[src/rtl/baccarat_pkg.sv]
// Shared types and helpers for the baccarat round sequencer.
// State encoding, card rank constants and the rank-to-face-value mapping.
package baccarat_pkg;

   typedef enum logic [2:0] {
      S_P1    = 3'd0,
      S_D1    = 3'd1,
      S_P2    = 3'd2,
      S_D2    = 3'd3,
      S_THIRD = 3'd4,
      S_BANK3 = 3'd5,
      S_DONE  = 3'd6
   } state_t;

   localparam logic [3:0] RANK_NONE       = 4'd0;
   localparam logic [3:0] RANK_TEN        = 4'd10;
   // Dealer two-card total at or below which a dealer facing a standing player draws.
   localparam logic [3:0] DEALER_DRAW_MAX = 4'd5;

   // Ten and the court cards count zero; an absent card also counts zero.
   function automatic logic [3:0] face_value(input logic [3:0] rank);
      logic [3:0] v;
      if ((rank == RANK_NONE) || (rank >= RANK_TEN)) begin
         v = 4'd0;
      end else begin
         v = rank;
      end
      return v;
   endfunction

endpackage

[src/rtl/banker_draw.sv]
// Banker third-card decision once the player has drawn a third card.
// Purely combinational: dealer two-card score and player third card rank in,
// draw decision out.
module banker_draw
   import baccarat_pkg::*;
(
   input  logic [3:0] dscore,
   input  logic [3:0] pcard3,
   output logic       draw
);

   logic [3:0] v_s;

   // Punto-banco tableau indexed by dealer score and the player's third-card value.
   always_comb begin
      v_s  = face_value(pcard3);
      draw = 1'b0;
      case (dscore)
         4'd0, 4'd1, 4'd2: draw = 1'b1;
         4'd3:             draw = (v_s != 4'd8);
         4'd4:             draw = (v_s >= 4'd2) && (v_s <= 4'd7);
         4'd5:             draw = (v_s >= 4'd4) && (v_s <= 4'd7);
         4'd6:             draw = (v_s >= 4'd6) && (v_s <= 4'd7);
         default:          draw = 1'b0;
      endcase
   end

endmodule

[src/rtl/baccarat_sequencer.sv]
// Baccarat round sequencer: deals four cards in fixed order, decides third
// cards from the live hand scores and drives the win lights at round end.
// Load strobes are state decode gated by step and are forced low during reset.
// Optional macro BACCARAT_STATE_DBG_EN adds the state_dbg[2:0] output.
module baccarat_sequencer
   import baccarat_pkg::*;
#(
   parameter logic [3:0] NATURAL_MIN     = 4'd8,
   parameter logic [3:0] PLAYER_DRAW_MAX = 4'd5
)(
   input  logic       slow_clock,
   input  logic       resetb,
   input  logic       step,
   input  logic [3:0] pscore,
   input  logic [3:0] dscore,
   input  logic [3:0] pcard3,
   output logic       load_pcard1,
   output logic       load_pcard2,
   output logic       load_pcard3,
   output logic       load_dcard1,
   output logic       load_dcard2,
   output logic       load_dcard3,
   output logic       done,
   output logic       player_win_light,
`ifdef BACCARAT_STATE_DBG_EN
   output logic       dealer_win_light,
   output logic [2:0] state_dbg
`else
   output logic       dealer_win_light
`endif
);

   state_t state_r;
   state_t state_n;
   logic   go_s;
   logic   natural_s;
   logic   bank_draw_s;

   banker_draw u_banker_draw (
      .dscore (dscore),
      .pcard3 (pcard3),
      .draw   (bank_draw_s)
   );

`ifdef BACCARAT_STATE_DBG_EN
   assign state_dbg = state_r;
`endif

   // State register; reset returns to the first deal state immediately.
   always_ff @(posedge slow_clock or posedge resetb) begin
      if (resetb) begin
         state_r <= S_P1;
      end else begin
         state_r <= state_n;
      end
   end

   // Next-state, strobe and light decode.
   always_comb begin
      state_n          = state_r;
      load_pcard1      = 1'b0;
      load_pcard2      = 1'b0;
      load_pcard3      = 1'b0;
      load_dcard1      = 1'b0;
      load_dcard2      = 1'b0;
      load_dcard3      = 1'b0;
      done             = 1'b0;
      player_win_light = 1'b0;
      dealer_win_light = 1'b0;
      // Reset must silence the strobes even while step is held high.
      go_s             = step & ~resetb;
      natural_s        = (pscore >= NATURAL_MIN) || (dscore >= NATURAL_MIN);

      case (state_r)
         S_P1: begin
            load_pcard1 = go_s;
            if (go_s) state_n = S_D1;
            else      state_n = S_P1;
         end
         S_D1: begin
            load_dcard1 = go_s;
            if (go_s) state_n = S_P2;
            else      state_n = S_D1;
         end
         S_P2: begin
            load_pcard2 = go_s;
            if (go_s) state_n = S_D2;
            else      state_n = S_P2;
         end
         S_D2: begin
            load_dcard2 = go_s;
            if (go_s) state_n = S_THIRD;
            else      state_n = S_D2;
         end
         S_THIRD: begin
            if (!go_s) begin
               state_n = S_THIRD;
            end else if (natural_s) begin
               state_n = S_DONE;
            end else if (pscore <= PLAYER_DRAW_MAX) begin
               load_pcard3 = 1'b1;
               state_n     = S_BANK3;
            end else if (dscore <= DEALER_DRAW_MAX) begin
               load_dcard3 = 1'b1;
               state_n     = S_DONE;
            end else begin
               state_n = S_DONE;
            end
         end
         S_BANK3: begin
            load_dcard3 = go_s & bank_draw_s;
            if (go_s) state_n = S_DONE;
            else      state_n = S_BANK3;
         end
         S_DONE: begin
            state_n = S_DONE;
            done    = 1'b1;
            if (pscore > dscore) begin
               player_win_light = 1'b1;
            end else if (dscore > pscore) begin
               dealer_win_light = 1'b1;
            end else begin
               player_win_light = 1'b1;
               dealer_win_light = 1'b1;
            end
         end
         default: begin
            state_n = S_P1;
         end
      endcase
   end

endmodule

[config.mk]
export PLATFORM = sky130hd
export DESIGN_NAME = baccarat_sequencer
export DESIGN_NICKNAME = d
export VERILOG_FILES = /design/src/rtl/baccarat_pkg.sv /design/src/rtl/banker_draw.sv /design/src/rtl/baccarat_sequencer.sv
export SDC_FILE = /design/constraint.sdc
export NUM_CORES = 1
export LEC_CHECK = 0
export ABC_AREA = 1
export CAP_MARGIN = 25
export CORE_AREA = 4 4 41 43
export DETAILED_ROUTE_END_ITERATION = 6
export DIE_AREA = 0 0 45 47
export PLACE_DENSITY = 0.7
export SYNTH_ARGS = -nofsm -noshare
export SYNTH_HDL_FRONTEND = slang
export SYNTH_SLANG_ARGS = --single-unit
[constraint.sdc]
create_clock -name slow_clock -period 2 [get_ports slow_clock]
set_input_delay 0.4 -clock slow_clock [delete_from_list [all_inputs] [get_ports slow_clock]]
set_output_delay 0.4 -clock slow_clock [all_outputs]
set_load 0.02 [all_outputs]
Word level (Yosys, flattened, before mapping)
Index checks and enable logic that the tools add are counted.
Widths: inputs -> output; s select.
{"block": "totals", "ff_bits": 3, "in_bits": 15, "out_inout_bits": 9}
{"block": "classes", "bitwise_logic": 3, "reduce_logical": 9, "magnitude_cmp": 11, "eq_ne": 13, "n_mux": 30}
{"op": "$pmux 3 s7", "n": 1}
{"op": "$mux 1", "n": 20}
{"op": "$eq 4x3->1 const B", "n": 3}
{"op": "$ge 4x4->1 const B", "n": 3}
{"op": "$le 4x3->1 const B", "n": 3}
{"op": "$mux 2", "n": 5}
{"op": "$eq 3x3->1 const B", "n": 3}
{"op": "$eq 4x2->1 const B", "n": 2}
{"op": "$ge 4x3->1 const B", "n": 2}
{"op": "$gt 4x4->1", "n": 2}
{"op": "$logic_not 4->1", "n": 2}
{"op": "$eq 3x2->1 const B", "n": 2}
{"op": "$pmux 1 s5", "n": 1}
{"op": "$eq 4x1->1 const B", "n": 1}
{"op": "$ge 4x2->1 const B", "n": 1}
{"op": "$mux 4", "n": 1}
{"op": "$ne 4x4->1 const B", "n": 1}
{"op": "$eq 3x1->1 const B", "n": 1}
{"op": "$logic_and 1x1->1", "n": 3}
{"op": "$logic_not 3->1", "n": 1}
{"op": "$mux 3", "n": 1}
{"op": "$reduce_or 3->1", "n": 1}
{"op": "$and 1x1->1", "n": 2}
{"op": "$logic_or 1x1->1", "n": 2}
{"op": "2 further kinds", "n": 2}

Longest topological paths before layout
{"block": "logic_depth", "depth_word": 8, "ltp_mapped": 7}

Hierarchy
From an unflattened synthesis, not the netlist that was laid out.
{"block": "hier_totals", "hier_cells": 90, "hier_area_um2": 464.2}
{"mod": "baccarat_sequencer", "n_inst": 1, "cells_per_inst": 74, "area_per_inst_um2": 394.1}
{"mod": "banker_draw", "n_inst": 1, "cells_per_inst": 16, "area_per_inst_um2": 70.1}

Least setup slack after synthesis
No wires, ideal clock.
{"block": "synth_path", "kind": "in2out", "from": "input port pscore[1]", "to": "output port player_win_light", "setup_slack_ns": 0.356, "required_ns": 1.600, "path_buffers": 0, "stages": 7, "arrival_ns": 1.244, "cell_sequence": "inv_1 > ha_1 > inv_1 > o21bai_1 > nand3_1 > nand3_1 > a21oi_2"}
{"block": "synth_between", "elab_chain_cells": 4, "elab_cells_between_ends": 5}
{"element": "start, declared", "line": "baccarat_sequencer.sv:14", "rtl": "input logic [3:0] pscore,"}
{"element": "$gt 4x4->1", "line": "baccarat_sequencer.sv:120", "rtl": "end else if (dscore > pscore) begin"}
{"element": "$mux 1", "line": "baccarat_sequencer.sv:120"}
{"element": "$mux 1 (*)", "line": "baccarat_sequencer.sv:118", "rtl": "if (pscore > dscore) begin"}
{"element": "$mux 1 (*)", "line": "baccarat_sequencer.sv:74", "rtl": "case (state_r)"}
{"element": "end, declared", "line": "baccarat_sequencer.sv:24", "rtl": "output logic player_win_light,"}
Every way passes the cells marked *; elsewhere a longest branch is shown, timed or not.

Worst setup path after layout
{"block": "layout_path", "from": "input port pscore[0]", "to": "output port dealer_win_light"}
{"block": "layout_between", "elab_chain_cells": 3}
{"element": "$gt 4x4->1", "line": "baccarat_sequencer.sv:118"}
{"element": "$mux 1", "line": "baccarat_sequencer.sv:118"}
{"element": "$mux 1", "line": "baccarat_sequencer.sv:74"}
{"element": "end, declared", "line": "baccarat_sequencer.sv:29", "rtl": "output logic dealer_win_light"}
Every way passes these cells.

==> out/qor.txt <==
Ant. Diodes - 0
Placed Cells - 121
Post-synth top cells - 16 x nand2_1, 11 x inv_1, 7 x inv_2, 7 x nand3_1, 6 x nor2_1
part of the cycle the worst path needs - 97.61%
CP Data Required Time - 1600 ps
first-pass GRT wire length - 2097 um
worst skew pair latency - 230 ps
# hold bufs at CTS - 0
I/O pins - 24
pin count of the biggest net entering global routing - 8
ranking of synthesized cells by area - dfrtp_1 17%, nand2_1 14%, ha_1 12%, inv_1 9.6%, nand3_1 8.1%
Die ar. - 2115 sq um
fin nets - 130
post-synth top area cell - dfrtp_1
max_cap viols - 0
final design utilization - 66.15%
Root Buffer - clkbuf_4
PortBufs - 23
EDFF count, synth - 0
register area share after synthesis - 17.39%
syn nets - 90
worst vdd ir - 387.9 uV
routability cong. - 0.7656
vias per cell - 4.616
detailed placement HPWL - 966.6 um
Post-Syn Area - 431.7 sq um
DRT Pass-1 Iters - 4
ys async rst share - 100.0%
DR iter-0 viols - 2
CP arrival - 1550 ps
FF+latch count, synth - 3
vias in the first global route - 572
# DRC - 0
Slew Viols, Final - 0
outcome - complete, no violations
Top FF cell, synth - dfrtp_1
Top Registers - state_r x3
Finished Layout Cells - 125
CTS max path bufs - 2
remaining global-route overflow - 0
core area - 1301 sq um
endpoint class of the critical path - output pin
H-tree Lvls - 1
fin crit period - 1952 ps
CTS tree - done
max FFs per register - 3
share of Yosys cell area claimed by the top area cell type - 17.39%
share of cells above drive strength 1 - 44.55%
routed wire length - 1262 um
most numerous cell in the Yosys netlist - nand2_1
largest fanout on the critical path - 2
Peak Freq - 512.3 MHz
LEAKAGE - 0.4869 nW
die width - 45 um
syn_area_per_cell - 6.080 sq um
Worst Setup SP - pscore[0]
Die Height - 47 um
Layout area overhead - 99.42%
relative slew slack - 78.14%
wire length per cell - 10.10 um
synth unique cells - 18
Startpoint Class - primary input
Syn Inst Count - 71
final hold vios - 0
R2R cell count - 5
Worst-Margin Slew - 327.9 ps
CTS Buf Count - 3
Post CTS Setup Buffer Count - 0
Setup Skew - 0.1556 ps
clk sinks - 3
total track usage - 13.18%
initial antenna violation count - 0
worst hold path class - in2async
CTS clk-pin slew, worst paths - 40 ps
Detail Route Antenna Nets - 0
final setup fails - 0
P per Cell Area - 627.6 nW/um^2
r2r startpoint - state_r[2]
Starting Density - 33.17%
Vias - 577
type of the worst setup path - in2out
row cnt - 13
Syn. warnings - 0
Biggest register - state_r
[cell usage in the layout, fill, tap and decap left out, types with 2 or more instances in the layout]
| cell | netlist | layout |
|---|---|---|
| a21oi_2 | 2 | 2 |
| buf_2 | 0 | 2 |
| buf_4 | 0 | 14 |
| buf_6 | 0 | 2 |
| clkbuf_2 | 0 | 2 |
| clkbuf_4 | 0 | 3 |
| clkdlybuf4s50_1 | 0 | 7 |
| dfrtp_1 | 3 | 3 |
| dlymetal6s2s_1 | 0 | 6 |
| ha_4 | 0 | 3 |
| inv_1 | 11 | 8 |
| inv_2 | 7 | 10 |
| nand2_1 | 16 | 15 |
| nand3_1 | 7 | 5 |
| nand4_1 | 2 | 2 |
| nor2_1 | 6 | 6 |
| nor2_2 | 3 | 3 |
| o21ai_1 | 2 | 4 |
[metrics by stage]
step | total power [mW] | hold WS [ps] | instance area (sq um) | TNS (ps) | setup slack [ps]
finish | 0.5402 | 471.3 | 860.8 | 0 | 47.89
global route | 0.5954 | 479.0 | 860.8 | -20.96 | -20.96
CTS | 0.5197 | 468.4 | 795.8 | -198.8 | -121.5
detailed placement | 0.4116 | 615.2 | 770.7 | -3307 | -651.5
global placement | 0.4082 | 596.1 | 770.7 | -3214 | -621.9
floorplan | 0.2827 | 153.9 | 431.7 | 0 | 356.0
[kinds of logic (layout without fill, tap and decap cells)]
kind of cell,after synthesis,after routing,share of synthesized area [%]
AO/OA/AOI/OAI,9,9,14.78
adder cells (fa/ha/maj),4,4,11.59
buffers and inverters,18,57,15.65
flip-flops,3,3,17.39
AND/OR/NAND/NOR,37,37,40.58
[critical path, stage by stage]
cell             delay [ps]
clkdlybuf4s50_1         400
ha_1                    200
o21bai_2                160
nand3_4                  90
a31oi_2                 140
buf_4                   160
[power by group]
| part | total (mW) | internal, mW | switching [mW] |
|---|---|---|---|
| Clock | 0.107 | 0.0748 | 0.0323 |
| Sequential | 0.150 | 0.0885 | 0.0618 |
| Combinational | 0.283 | 0.132 | 0.150 |
| Total | 0.540 | 0.296 | 0.245 |
[final cells by class]
type / count / area (sq um)
fillers: 113 / 440.4
well taps: 15 / 18.77
multi-input cells: 50 / 361.6
inverters: 18 / 67.56
flip-flops and latches: 3 / 75.07
repair buffers: 35 / 311.5
clock buffers: 4 / 26.28
[layer usage]
layer	wire, um	track usage, %	vias to the layer above
li1	-	-	306
met1	487	12.93	250
met2	671	25.99	21
met4	0	3.509	0
met3	102	4.598	0
met5	0	0	-
[what timing repair did]
item / in CTS / in global routing
hold endpoints to repair: 0 / 0
setup endpoints to repair: 8 / 9
pin swaps: 3 / 6
gates resized for setup: 34 / 27
[worst paths after layout]
| check | endpoint | slack, ps |
|---|---|---|
| setup / recovery | dealer_win_light | 50 |
| hold / removal | state_r[2] | 470 |
| setup reg to reg | state_r[0] | 880 |
| hold reg to reg | state_r[2] | 620 |
| max in group asynchronous | state_r[1] | 1440 |
| min in group slow_clock | state_r[2] | 620 |
No activity file was read; power rests on OpenSTA's default activity.
